**src/rtl/lsu_pkg.sv**
```systemverilog
// Shared definitions for the load/store unit: RV32I funct3 codes, FSM
// state encoding, fault cause codes and the legality/alignment helpers.
package lsu_pkg;

  // RV32I load funct3 codes
  localparam logic [2:0] F3_LB  = 3'b000;
  localparam logic [2:0] F3_LH  = 3'b001;
  localparam logic [2:0] F3_LW  = 3'b010;
  localparam logic [2:0] F3_LBU = 3'b100;
  localparam logic [2:0] F3_LHU = 3'b101;

  // RV32I store funct3 codes
  localparam logic [2:0] F3_SB  = 3'b000;
  localparam logic [2:0] F3_SH  = 3'b001;
  localparam logic [2:0] F3_SW  = 3'b010;

  // FSM state encoding
  typedef enum logic [1:0] {
    ST_IDLE = 2'b00,
    ST_BUS  = 2'b01,
    ST_RESP = 2'b10
  } lsu_state_e;

  // Fault cause codes reported to writeback
  localparam logic [1:0] CAUSE_NONE     = 2'b00;
  localparam logic [1:0] CAUSE_MISALIGN = 2'b01;
  localparam logic [1:0] CAUSE_ILLEGAL  = 2'b10;
  localparam logic [1:0] CAUSE_TIMEOUT  = 2'b11;

  // A funct3 is legal for stores only in 000..010; loads reject 011/110/111.
  function automatic logic f3_legal(input logic is_store, input logic [2:0] f3);
    if (is_store) begin
      return (f3 == F3_SB) || (f3 == F3_SH) || (f3 == F3_SW);
    end
    return (f3 == F3_LB) || (f3 == F3_LH) || (f3 == F3_LW) ||
           (f3 == F3_LBU) || (f3 == F3_LHU);
  endfunction

  // Access size lives in funct3[1:0]: 00 byte, 01 half, 10 word.
  function automatic logic f3_misaligned(input logic [2:0] f3, input logic [1:0] addr_lo);
    case (f3[1:0])
      2'b01:   return addr_lo[0];
      2'b10:   return addr_lo != 2'b00;
      default: return 1'b0;
    endcase
  endfunction

endpackage

```
**src/rtl/lsu_load_align.sv**
```systemverilog
// Combinational load lane extraction: picks the byte/halfword addressed by
// addr_lo out of the bus word and sign- or zero-extends it per funct3.
module lsu_load_align
  import lsu_pkg::*;
(
  input  logic [31:0] rdata,
  input  logic [1:0]  addr_lo,
  input  logic [2:0]  funct3,
  output logic [31:0] result
);

  logic [7:0]  byte_sel;
  logic [15:0] half_sel;

  // Lane select, then extend according to the load flavour
  always_comb begin
    byte_sel = rdata[8*addr_lo +: 8];
    half_sel = rdata[16*addr_lo[1] +: 16];
    result   = '0;
    case (funct3)
      F3_LB:   result = {{24{byte_sel[7]}}, byte_sel};
      F3_LH:   result = {{16{half_sel[15]}}, half_sel};
      F3_LW:   result = rdata;
      F3_LBU:  result = {24'h0, byte_sel};
      F3_LHU:  result = {16'h0, half_sel};
      default: result = '0;
    endcase
  end

endmodule

```
**src/rtl/load_store_unit.sv**
```systemverilog
// RV32I load/store unit: accepts one access at a time from execute, checks
// legality/alignment, runs a single word-aligned bus transaction and returns
// a one-cycle response. Optional bus timeout enabled by macro LSU_TIMEOUT_EN.
module load_store_unit
  import lsu_pkg::*;
#(
  parameter int unsigned TIMEOUT_CYCLES = 255,
  parameter int unsigned CNT_W          = 8
) (
  input  logic        clk,
  input  logic        reset,
  input  logic        req_valid,
  output logic        req_ready,
  input  logic        is_store,
  input  logic [2:0]  funct3,
  input  logic [31:0] addr,
  input  logic [31:0] wdata,
  output logic        mem_req,
  output logic        mem_we,
  output logic [31:0] mem_addr,
  output logic [31:0] mem_wdata,
  output logic [3:0]  mem_wstrb,
  input  logic        mem_ack,
  input  logic [31:0] mem_rdata,
  output logic        resp_valid,
  output logic [31:0] resp_data,
  output logic        resp_fault,
  output logic [1:0]  resp_cause
);

  // Counter must be able to reach TIMEOUT_CYCLES; reject bad parameter sets.
  if ((64'd1 << CNT_W) <= 64'(TIMEOUT_CYCLES)) begin : g_cnt_w_check
    $error("load_store_unit: CNT_W too narrow for TIMEOUT_CYCLES");
  end

  lsu_state_e  state_q, state_d;
  logic        is_store_q, is_store_d;
  logic [2:0]  funct3_q, funct3_d;
  logic [31:0] addr_q, addr_d;
  logic [31:0] wdata_q, wdata_d;
  logic [31:0] resp_data_q, resp_data_d;
  logic        resp_fault_q, resp_fault_d;
  logic [1:0]  resp_cause_q, resp_cause_d;

  logic [31:0] load_data;
  logic [31:0] store_wdata;
  logic [3:0]  store_wstrb;
  logic        in_bus;

`ifdef LSU_TIMEOUT_EN
  logic [CNT_W-1:0] cnt_q, cnt_d;
  logic             timeout_hit;
  assign timeout_hit = (cnt_q == CNT_W'(TIMEOUT_CYCLES - 1));
`endif

  lsu_load_align u_align (
    .rdata   (mem_rdata),
    .addr_lo (addr_q[1:0]),
    .funct3  (funct3_q),
    .result  (load_data)
  );

  // Store lane replication and byte strobes from the latched request
  always_comb begin
    store_wdata = wdata_q;
    store_wstrb = 4'b1111;
    case (funct3_q[1:0])
      2'b00: begin
        store_wdata = {4{wdata_q[7:0]}};
        store_wstrb = 4'b0001 << addr_q[1:0];
      end
      2'b01: begin
        store_wdata = {2{wdata_q[15:0]}};
        store_wstrb = 4'b0011 << addr_q[1:0];
      end
      default: begin
        store_wdata = wdata_q;
        store_wstrb = 4'b1111;
      end
    endcase
  end

  // Bus and response outputs are decoded from state so reset zeroes them at once
  assign in_bus     = (state_q == ST_BUS);
  assign req_ready  = (state_q == ST_IDLE);
  assign mem_req    = in_bus;
  assign mem_we     = in_bus & is_store_q;
  assign mem_addr   = in_bus ? {addr_q[31:2], 2'b00} : 32'h0;
  assign mem_wdata  = mem_we ? store_wdata : 32'h0;
  assign mem_wstrb  = mem_we ? store_wstrb : 4'b0000;
  assign resp_valid = (state_q == ST_RESP);
  assign resp_data  = resp_valid ? resp_data_q : 32'h0;
  assign resp_fault = resp_valid & resp_fault_q;
  assign resp_cause = resp_valid ? resp_cause_q : CAUSE_NONE;

  // Next-state and next-data logic for the IDLE/BUS/RESP sequence
  always_comb begin
    state_d      = state_q;
    is_store_d   = is_store_q;
    funct3_d     = funct3_q;
    addr_d       = addr_q;
    wdata_d      = wdata_q;
    resp_data_d  = resp_data_q;
    resp_fault_d = resp_fault_q;
    resp_cause_d = resp_cause_q;
`ifdef LSU_TIMEOUT_EN
    cnt_d        = cnt_q;
`endif
    case (state_q)
      ST_IDLE: begin
        if (req_valid) begin
          is_store_d  = is_store;
          funct3_d    = funct3;
          addr_d      = addr;
          wdata_d     = wdata;
          resp_data_d = 32'h0;
`ifdef LSU_TIMEOUT_EN
          cnt_d       = '0;
`endif
          if (!f3_legal(is_store, funct3)) begin
            state_d      = ST_RESP;
            resp_fault_d = 1'b1;
            resp_cause_d = CAUSE_ILLEGAL;
          end else if (f3_misaligned(funct3, addr[1:0])) begin
            state_d      = ST_RESP;
            resp_fault_d = 1'b1;
            resp_cause_d = CAUSE_MISALIGN;
          end else begin
            state_d      = ST_BUS;
            resp_fault_d = 1'b0;
            resp_cause_d = CAUSE_NONE;
          end
        end
      end
      ST_BUS: begin
        // Ack is checked first so it wins over a coincident timeout
        if (mem_ack) begin
          state_d     = ST_RESP;
          resp_data_d = is_store_q ? 32'h0 : load_data;
`ifdef LSU_TIMEOUT_EN
        end else if (timeout_hit) begin
          state_d      = ST_RESP;
          resp_data_d  = 32'h0;
          resp_fault_d = 1'b1;
          resp_cause_d = CAUSE_TIMEOUT;
        end else begin
          cnt_d = cnt_q + 1'b1;
`endif
        end
      end
      ST_RESP: state_d = ST_IDLE;
      default: state_d = ST_IDLE;
    endcase
  end

  // State and latched-request registers, cleared asynchronously
  always_ff @(posedge clk or posedge reset) begin
    if (reset) begin
      state_q      <= ST_IDLE;
      is_store_q   <= 1'b0;
      funct3_q     <= 3'b000;
      addr_q       <= 32'h0;
      wdata_q      <= 32'h0;
      resp_data_q  <= 32'h0;
      resp_fault_q <= 1'b0;
      resp_cause_q <= CAUSE_NONE;
    end else begin
      state_q      <= state_d;
      is_store_q   <= is_store_d;
      funct3_q     <= funct3_d;
      addr_q       <= addr_d;
      wdata_q      <= wdata_d;
      resp_data_q  <= resp_data_d;
      resp_fault_q <= resp_fault_d;
      resp_cause_q <= resp_cause_d;
    end
  end

`ifdef LSU_TIMEOUT_EN
  // Bus wait counter
  always_ff @(posedge clk or posedge reset) begin
    if (reset) begin
      cnt_q <= '0;
    end else begin
      cnt_q <= cnt_d;
    end
  end
`endif

endmodule

```
**config.mk**
```make
export PLATFORM = sky130hd
export DESIGN_NAME = load_store_unit
export DESIGN_NICKNAME = d
export VERILOG_FILES = /design/src/rtl/lsu_pkg.sv /design/src/rtl/lsu_load_align.sv /design/src/rtl/load_store_unit.sv
export SDC_FILE = /design/constraint.sdc
export NUM_CORES = 1
export LEC_CHECK = 0
export ABC_AREA = 1
export BUFFER_PORTS_ARGS = -buffer_cell sky130_fd_sc_hd__buf_2
export CAP_MARGIN = 15
export CORE_ASPECT_RATIO = 1.2
export CORE_MARGIN = 2
export CORE_UTILIZATION = 55
export DETAILED_ROUTE_END_ITERATION = 6
export PLACE_DENSITY_LB_ADDON = 0.15
export SLEW_MARGIN = 30
export SYNTH_ARGS = -nofsm -noshare
export SYNTH_HDL_FRONTEND = slang
export SYNTH_HIERARCHICAL = 1
export SYNTH_SLANG_ARGS = --single-unit
```
**constraint.sdc**
```tcl
create_clock -name clk -period 4.55 [get_ports clk]
set_input_delay 0 -clock clk [delete_from_list [all_inputs] [get_ports clk]]
set_output_delay 0 -clock clk [all_outputs]
set_load 0.005 [all_outputs]
```
# Yosys cells after proc, flatten, opt, wreduce, memory -nomap -nowiden
# Cells that the tools add are included.
# Widths: inputs -> output; s select.
# totals
register_bits	105
inputBits	104
out_inout_bits	107
wordCells	74
# classes
n_eq_ne	15
shift	4
muxes	32
bitwise	2
n_reduce_logical	13
# op_table
operator	count
$mux 32	6
$pmux 32 s5	1
$pmux 32 s2	2
$shiftx 32x6->16	1
$shiftx 32x6->8	1
$mux 1	13
$eq 3x3->1 const B	4
$mux 2	6
$pmux 4 s2	1
$eq 2x1->1 const B	3
$eq 3x1->1 const B	2
$eq 3x2->1 const B	2
$logic_not 3->1	2
$eq 2x2->1 const B	2
$logic_not 2->1	2
$logic_or 1x1->1	4
$mux 4	1
$ne 2x2->1 const B	2
$pmux 2 s2	1
$reduce_and 2->1	2
$reduce_bool 2->1	2
$shl 1x2->4 const A	1
$shl 2x2->4 const A	1
$reduce_and 3->1	1
2 further kinds	3

# Logic depth before layout (Yosys ltp)
# Gate-level depths: netlist of run 1.
# logic_depth
word_depth	15
mapped_depth	10
ltp_nobuf	9

# By module
# The synthesis of run 1 kept the hierarchy.
# modules_own_cells
module	n_inst	cells_each	area_per_inst_um2	seq_area_each_um2
load_store_unit	1	642	5251.3	2627.5
lsu_load_align	1	197	903.4	0.0

# Worst setup path before layout of run 1
# No wires, ideal clock.
# synth_path
kind	reg-to-reg
startpoint	register addr_q[1]
endpoint	register resp_data_q[8]
setup_ps	126
t_arrival_ps	1234
required_ps	4424
setup_slack_ps	3190
path_stages_with_launch	9
n_path_buf	1
synth_period_minus_slack_ps	1360
cell_sequence	dfrtp_1 -> or2_2 -> nand3_2 -> nand2_2 -> nand2_4 -> buf_6 -> nand2_1 -> nand3_2 -> o21ai_0
# synth_between
elab_chain_len	5
elab_cells_between_ends	6
classes_between	shift (2); mux (4)
# synth_rtl
element	line_no	rtl
start, declared	load_store_unit.sv:39	logic [31:0] addr_q, addr_d;
start signal, assigned	load_store_unit.sv:171	addr_q <= addr_d;
$shiftx 32x6->16 / $shiftx 32x6->8 (equally long branches)	lsu_load_align.sv:18, lsu_load_align.sv:17	
$pmux 32 s5 *	lsu_load_align.sv:20	case (funct3)
net load_data[8]	load_store_unit.sv:45	logic [31:0] load_data;
$mux 32 *	load_store_unit.sv:139	resp_data_d = is_store_q ? 32'h0 : load_data;
$mux 32 *	load_store_unit.sv:137	if (mem_ack) begin
$pmux 32 s2 *	load_store_unit.sv:109	case (state_q)
end signal, assigned	load_store_unit.sv:173	resp_data_q <= resp_data_d;
end, declared	load_store_unit.sv:41	logic [31:0] resp_data_q, resp_data_d;
# Mark *: on every way through the listed nets, which the timed path passes. The rest lies on a longest branch. The select of a mux whose other input is x is not followed.
# A chain may end at the register's enable or synchronous reset.

# Worst setup path after layout of run 1
# layout_path
startpoint	register funct3_q[1]
endpoint	output mem_wdata[29]
# layout_between
elab_chain_len	3
elab_cells_between_ends	4
classes_between	eq/ne (1); mux (2); reduce/logical (1)
# layout_rtl
element	line_no	rtl
start, declared	load_store_unit.sv:38	logic [2:0] funct3_q, funct3_d;
start signal, assigned	load_store_unit.sv:170	funct3_q <= funct3_d;
$eq 2x1->1 / $logic_not 2->1 (equally long branches)	load_store_unit.sv:67	case (funct3_q[1:0])
$pmux 32 s2 *	load_store_unit.sv:67	
$mux 32 *	load_store_unit.sv:89	assign mem_wdata = mem_we ? store_wdata : 32'h0;
end, declared	load_store_unit.sv:21	output logic [31:0] mem_wdata,
# Every way passes the cells marked *; elsewhere a longest branch is shown, timed or not.

==> impl_metrics.py, run 1 <==
metrics = {
    "run_status": {
        "status": "complete, no violations",
    },
    "logic_synthesis": {
        "yosysTopAreaCell": "dfrtp_1",
        "synth.most_common_cell": "nand2_1",
        "ys_async_sr_fraction_pct": 100,
        "syn_inst": 839,
        "synth_ff_type": "dfrtp_1",
        "ys_warn_count": 6,
        "synth-edff-count": 0,
        "syn_area_mm2": 0.00615,
        "postSynthAreaPerCell_um2": 7.34,
        "yosysTopAreaCellShare_pct": 42.7,
        "yosys-top-cells-count": "214 x nand2_1, 133 x inv_1, 129 x nor2_1",
        "seq_area_frac_synth_pct": 42.7,
        "ys_types": 31,
        "synth_area_leaders": "dfrtp_1 43%, nand2_1 13%, inv_1 8.1%",
        "ys_ff_latch": 105,
    },
    "clocking": {
        "worstSkewPairLatency_ns": 0.35,
        "clk_pin_slew_ns": 0.07,
        "cts_hold_buffers": 70,
        "htreeDepth": 3,
        "cts_tree": "done",
        "cts_buffers": 9,
        "cts_setup_buffers": 0,
        "ctsRootBufferMaster": "clkbuf_16",
        "clock_path_buffers": 2,
        "cts.repair.resized": 0,
        "numClockSinks": 105,
    },
    "timing": {
        "worst_pin_slew_ns": 0.749,
        "setup_viol": 0,
        "period_needed_ns": 2.80,
        "hold_viol": 0,
        "relSlewSlack_pct": 50.0,
        "fin_skew_ns": 0.00894,
        "rsz0062_at_grt": "false",
        "fin_crit_sh_pct": 61.5,
        "slew_violations": 0,
        "fmax_mhz": 357,
        "fin_setup_tns_ns": 0,
    },
    "route": {
        "via_per_inst": 5.04,
        "wl_per_cell_um": 14.1,
        "drc": 0,
        "drt_pre_antenna_iters": 5,
        "drt_wl_total_mm": 17.2,
        "ant_nets": 0,
        "vias": 6162,
        "first_iter_violations": 305,
    },
    "critical_path": {
        "critical_path_required_ns": 4.55,
        "r2r-end": "resp_data_q[7]",
        "path_max_fanout": 21,
        "r2r_cells": 8,
        "startpoint_type": "register",
        "crit_type": "register to output port",
        "critPathCaptureType": "output port",
        "rrSetupSlack_ns": 2.19,
        "cp.arrival_ns": 2.80,
        "rr_startpoint": "funct3_q[1]",
    },
    "floorplanning": {
        "num_rows": 42,
        "core_area_mm2": 0.0110,
        "io_pins": 211,
        "fp.dieH_um": 120,
        "start_util_pct": 56.0,
        "die_w_um": 101,
        "die_area_mm2": 0.0121,
    },
    "cells_and_area": {
        "diodes": 0,
        "nets": 1193,
        "fin_cells": 1222,
        "syn2layout_area_growth_pct": 30.9,
        "fin_util_pct": 73.4,
        "drive_above_1_share_pct": 28.1,
    },
    "place": {
        "place_hpwl_mm": 11.2,
        "portBuffers": 208,
        "place_inst": 1137,
        "gp_congestion": 0.918,
    },
    "grt": {
        "grt_pass1_vias": 5894,
        "antenna_found_initial": 0,
        "grt_usage_pct": 28.9,
        "grt_pass1_wl_mm": 27.5,
        "overflow": 0,
        "grt_max_degree": 74,
    },
    "pwr": {
        "power_mw": 3.23,
        "power_density_mw_per_mm2": 400,
        "p_leak_nw": 4.40,
        "ir_worst_vdd_uv": 240,
    },
    "hold_path": {
        "min_path_cells": 5,
        "hold_end": "resp_data_q[0]",
        "min_from": "mem_rdata[0]",
        "hp-class": "primary input to register",
    },
    "run": {
        "max-cap-violations": 0,
    },
}
==> critical path: stages, from the launching register on <==
cell,delay (ns)
dfrtp_1,0.78
inv_1,0.50
nand2_1,0.56
o21ai_1,0.18
nor2_1,0.26
buf_2,0.16
==> layout by cell type, fill, tap and decap left out, types with 28 or more instances in the layout <==
cell,instances
o21ai_0,41
o21ai_2,30
o21ai_1,37
nand3_2,28
inv_1,132
nand2_1,214
nor2_1,129
dfrtp_1,105
dlygate4sd3_1,70
buf_2,208
==> registers in the layout (all words and copies together), names as in the netlist <==
register,cells
resp_cause_q,2
is_store_q,1
funct3_q,3
wdata_q,32
resp_fault_q,1
resp_data_q,32
addr_q,32
state_q,2
==> logic make-up (layout without fill, tap and decap cells) <==
logic type,Yosys count,after routing,share of synthesized area (%)
other,1,2,0.0609
AND/OR/NAND/NOR,402,402,28.8
flip-flops,105,105,42.7
buffers and inverters,186,436,14.0
AO/OA/AOI/OAI,142,142,13.9
adder cells (fa/ha/maj),3,3,0.610
==> per-layer routing <==
layer | track usage, % | vias up | routed length, µm
met4 | 12.8 | 0 | 563
met1 | 36.8 | 2835 | 7090
met2 | 48.4 | 228 | 8610
li1 | - | 3055 | -
met5 | 0 | - | 0
met3 | 4.37 | 44 | 936
==> how the worst max path moves through the flow <==
stage / start / to / slack (ns) / depth (start not counted)
2_1_floorplan: reset / addr_q[0] / 1.79 / 1
3_3_place_gp: state_q[0] / resp_data_q[2] / 2.24 / 6
3_5_place_dp: state_q[0] / wdata_q[12] / 2.17 / 6
4_1_cts: funct3_q[1] / mem_wdata[29] / 1.86 / 5
5_1_grt: funct3_q[1] / mem_wdata[29] / 1.53 / 5
6_report: funct3_q[1] / mem_wdata[29] / 1.75 / 5
==> stage by stage <==
stage / setup WS [ns] / hold WS, ns / instance area (µm²)
detailed placement: 2.17 / 0.200 / 7080
finish: 1.75 / 0.0568 / 8060
CTS: 1.86 / 0.0487 / 8050
global route: 1.53 / 0.0656 / 8060
global placement: 2.24 / 0.193 / 7050
floorplan: 1.79 / 0.110 / 6160
==> power breakdown <==
| part | internal (mW) | switching (mW) |
|---|---|---|
| combinational | 0.406 | 0.786 |
| clock | 0.375 | 0.356 |
| sequential | 1.16 | 0.148 |
| total | 1.94 | 1.29 |
==> cell type report <==
type	instances	area, µm²
tap	132	165
inverter	138	524
timing repair buffer	283	1800
clock buffer	10	229
multi-input combinational	549	2670
fill	886	2920
sequential	105	2630
clock inverter	5	40.0
Note: power is estimated with default switching activity, not from simulation.
==> run 2: changes to the inputs <==
Settings changed: CORE_UTILIZATION 55 to 46.
Clock period 4.55 ns to 2.26 ns, I/O delays scaled along.
==> run 2 against run 1 <==
  * Sequential share of layout area fell by 0.70 points
  * Register-to-register slack got worse by 1.7 ns
  * Via count down 2.9%
  * Power is 110% higher
  * Routed wire length is 0.79% lower
  * Setup slack got worse by 1.5 ns
  * Cell area grew 2.2%
  * Utilization down 11 points
  * Die area grew 19%
  * Global-route usage down 5.2 points
  * Clock power up 120%
  * Largest cell class unchanged
==> impl_metrics.py, run 2 (synthesis results as in run 1) <==
metrics = {
    "pwr": {
        "pwr-share-seq_pct": 39.1,
        "switching_share_pct": 40.1,
        "p_comb_share_pct": 36.8,
        "ir_worst_vdd_uv": 519,
        "power_density_mw_per_mm2": 810,
        "clkPwrFrac_pct": 24.1,
        "p_int_mw": 3.99,
        "p_sw_mw": 2.68,
        "p_leak_nw": 4.46,
    },
    "route": {
        "ant_nets": 0,
        "first_iter_violations": 348,
        "drc": 0,
        "wl_per_cell_um": 13.5,
        "drt_pre_antenna_iters": 5,
        "vias": 5981,
        "via_per_inst": 4.72,
        "drt_wl_total_mm": 17.1,
    },
    "grt": {
        "gr-usage-met1_pct": 30.9,
        "grt_use_met3_pct": 3.72,
        "antenna_found_initial": 0,
        "grt_pass1_wl_mm": 26.7,
        "grt_pass1_vias": 5543,
        "busiest_layer": "met2",
        "use_met2_pct": 40.8,
        "grt_max_degree": 77,
        "overflow": 0,
        "grt_usage_pct": 23.7,
    },
    "critical_path": {
        "crit_type": "register to output port",
        "crit_buf_inv": 3,
        "cpMaxStageDelayCell": "dfrtp_1",
        "max_stage_delay_ns": 0.55,
        "path_max_fanout": 15,
        "critPathCaptureType": "output port",
        "path_delay_family": "flip-flops",
        "cp.arrival_ns": 2.05,
        "critical_path_required_ns": 2.26,
        "startpoint_type": "register",
        "cp_cell_sequence": "buf_4 > inv_1 > nand2_1 > o21ai_1 > a21oi_1 > buf_2",
    },
    "floorplanning": {
        "fp.dieH_um": 131,
        "num_rows": 46,
        "die_w_um": 110,
        "core_area_mm2": 0.0131,
        "die_area_mm2": 0.0143,
        "io_pins": 211,
        "start_util_pct": 46.9,
    },
    "timing": {
        "fin_setup_tns_ns": 0,
        "fin_skew_ns": 0.0106,
        "rsz0062_at_grt": "false",
        "worst_pin_slew_ns": 0.727,
        "hold_viol": 0,
        "relSlewSlack_pct": 51.4,
        "fmax_mhz": 489,
        "fin_crit_sh_pct": 90.5,
        "slew_violations": 0,
        "period_needed_ns": 2.05,
        "setup_viol": 0,
    },
    "clocking": {
        "numClockSinks": 105,
        "cts_tree": "done",
        "htreeDepth": 3,
        "ctsRootBufferMaster": "clkbuf_16",
        "clock_path_buffers": 2,
        "cts_setup_buffers": 0,
        "cts_buffers": 9,
        "worstSkewPairLatency_ns": 0.35,
        "clk_pin_slew_ns": 0.08,
    },
    "cells_and_area": {
        "top_regs": "addr_q: 32 flops, resp_data_q: 32 flops, wdata_q: 32 flops",
        "syn2layout_area_growth_pct": 33.8,
        "mostFrequentLayoutCell": "nand2_1",
        "drive_above_1_share_pct": 28.8,
        "final_cell_mix": "214 x nand2_1, 208 x buf_2, 132 x inv_1",
        "diodes": 0,
        "fin_util_pct": 62.8,
        "n_fill_cell": 1230,
        "nets": 1202,
    },
    "run_status": {
        "status": "complete, no violations",
    },
    "run": {
        "max-cap-violations": 0,
    },
    "place": {
        "place_hpwl_mm": 11.8,
        "portBuffers": 208,
        "gp_congestion": 0.847,
    },
    "hold_path": {
        "hp-class": "primary input to register",
    },
}
## run 2: cell type report
class / instances / area (µm²) / share of cell area [%]
timing repair buffer: 292 / 1900 / 23.0
clock inverter: 7 / 81.3 / 0.987
multi-input combinational: 549 / 2670 / 32.5
clock buffer: 9 / 225 / 2.73
sequential: 105 / 2630 / 31.9
inverter: 138 / 522 / 6.33
tap: 168 / 210 / 2.55
## run 2: path summary, 6_finish.rpt
check                             start              end  slack [ns]  depth (start not counted)
min reg2reg                 wdata_q[18]      wdata_q[18]        0.49                          2
min in group asynchronous         reset       addr_q[10]        0.31                          3
max                         funct3_q[1]    mem_wdata[11]        0.21                          6
max in group asynchronous         reset  resp_data_q[29]        1.18                          4
max reg2reg                   addr_q[1]  resp_data_q[31]        0.47                          7
min                        mem_rdata[1]   resp_data_q[1]        0.05                          5
## run 2: per-stage QoR
stage	total power, mW	area [µm²]	std cells	setup WS (ns)	hold WS [ns]
after floorplan	4.41	6160	840	0.900	0.110
after global placement	4.97	7220	1182	0.503	0.151
after detailed placement	5.00	7220	1182	0.513	0.152
after CTS	6.72	8230	1268	0.123	0.0396
after global routing	7.18	8240	1268	0.0352	0.0693
final	6.67	8240	1268	0.214	0.0533
## run 2: worst register-to-register path, stage by stage, from the launching register on
cell	delay [ns]
dfrtp_1	0.59
nand2_1	0.09
o21ai_1	0.13
and2_1	0.57
nor2_1	0.08
nand2_1	0.08
nand3_1	0.07
o21ai_1	0.11
## run 2: metal layers
layer	vias up	wire length, µm
met4	0	206
met1	2736	7350
met5	-	0
li1	3065	-
met2	163	8630
met3	17	869
## run 2: power groups by stage
stage | clock (mW) | sequential [mW] | combinational, mW
6_report | 1.61 | 2.61 | 2.46
5_1_grt | 1.73 | 2.66 | 2.79
4_1_cts | 1.65 | 2.61 | 2.46
3_5_place_dp | 0 | 2.64 | 2.37
3_3_place_gp | 0 | 2.63 | 2.34
2_1_floorplan | 0 | 2.54 | 1.88
## run 2: timing repair
action,CTS,global route
hold buffers,70,0
endpoints found under the setup margin,0,3
gates resized for setup,0,1
endpoints found under the hold margin,96,0
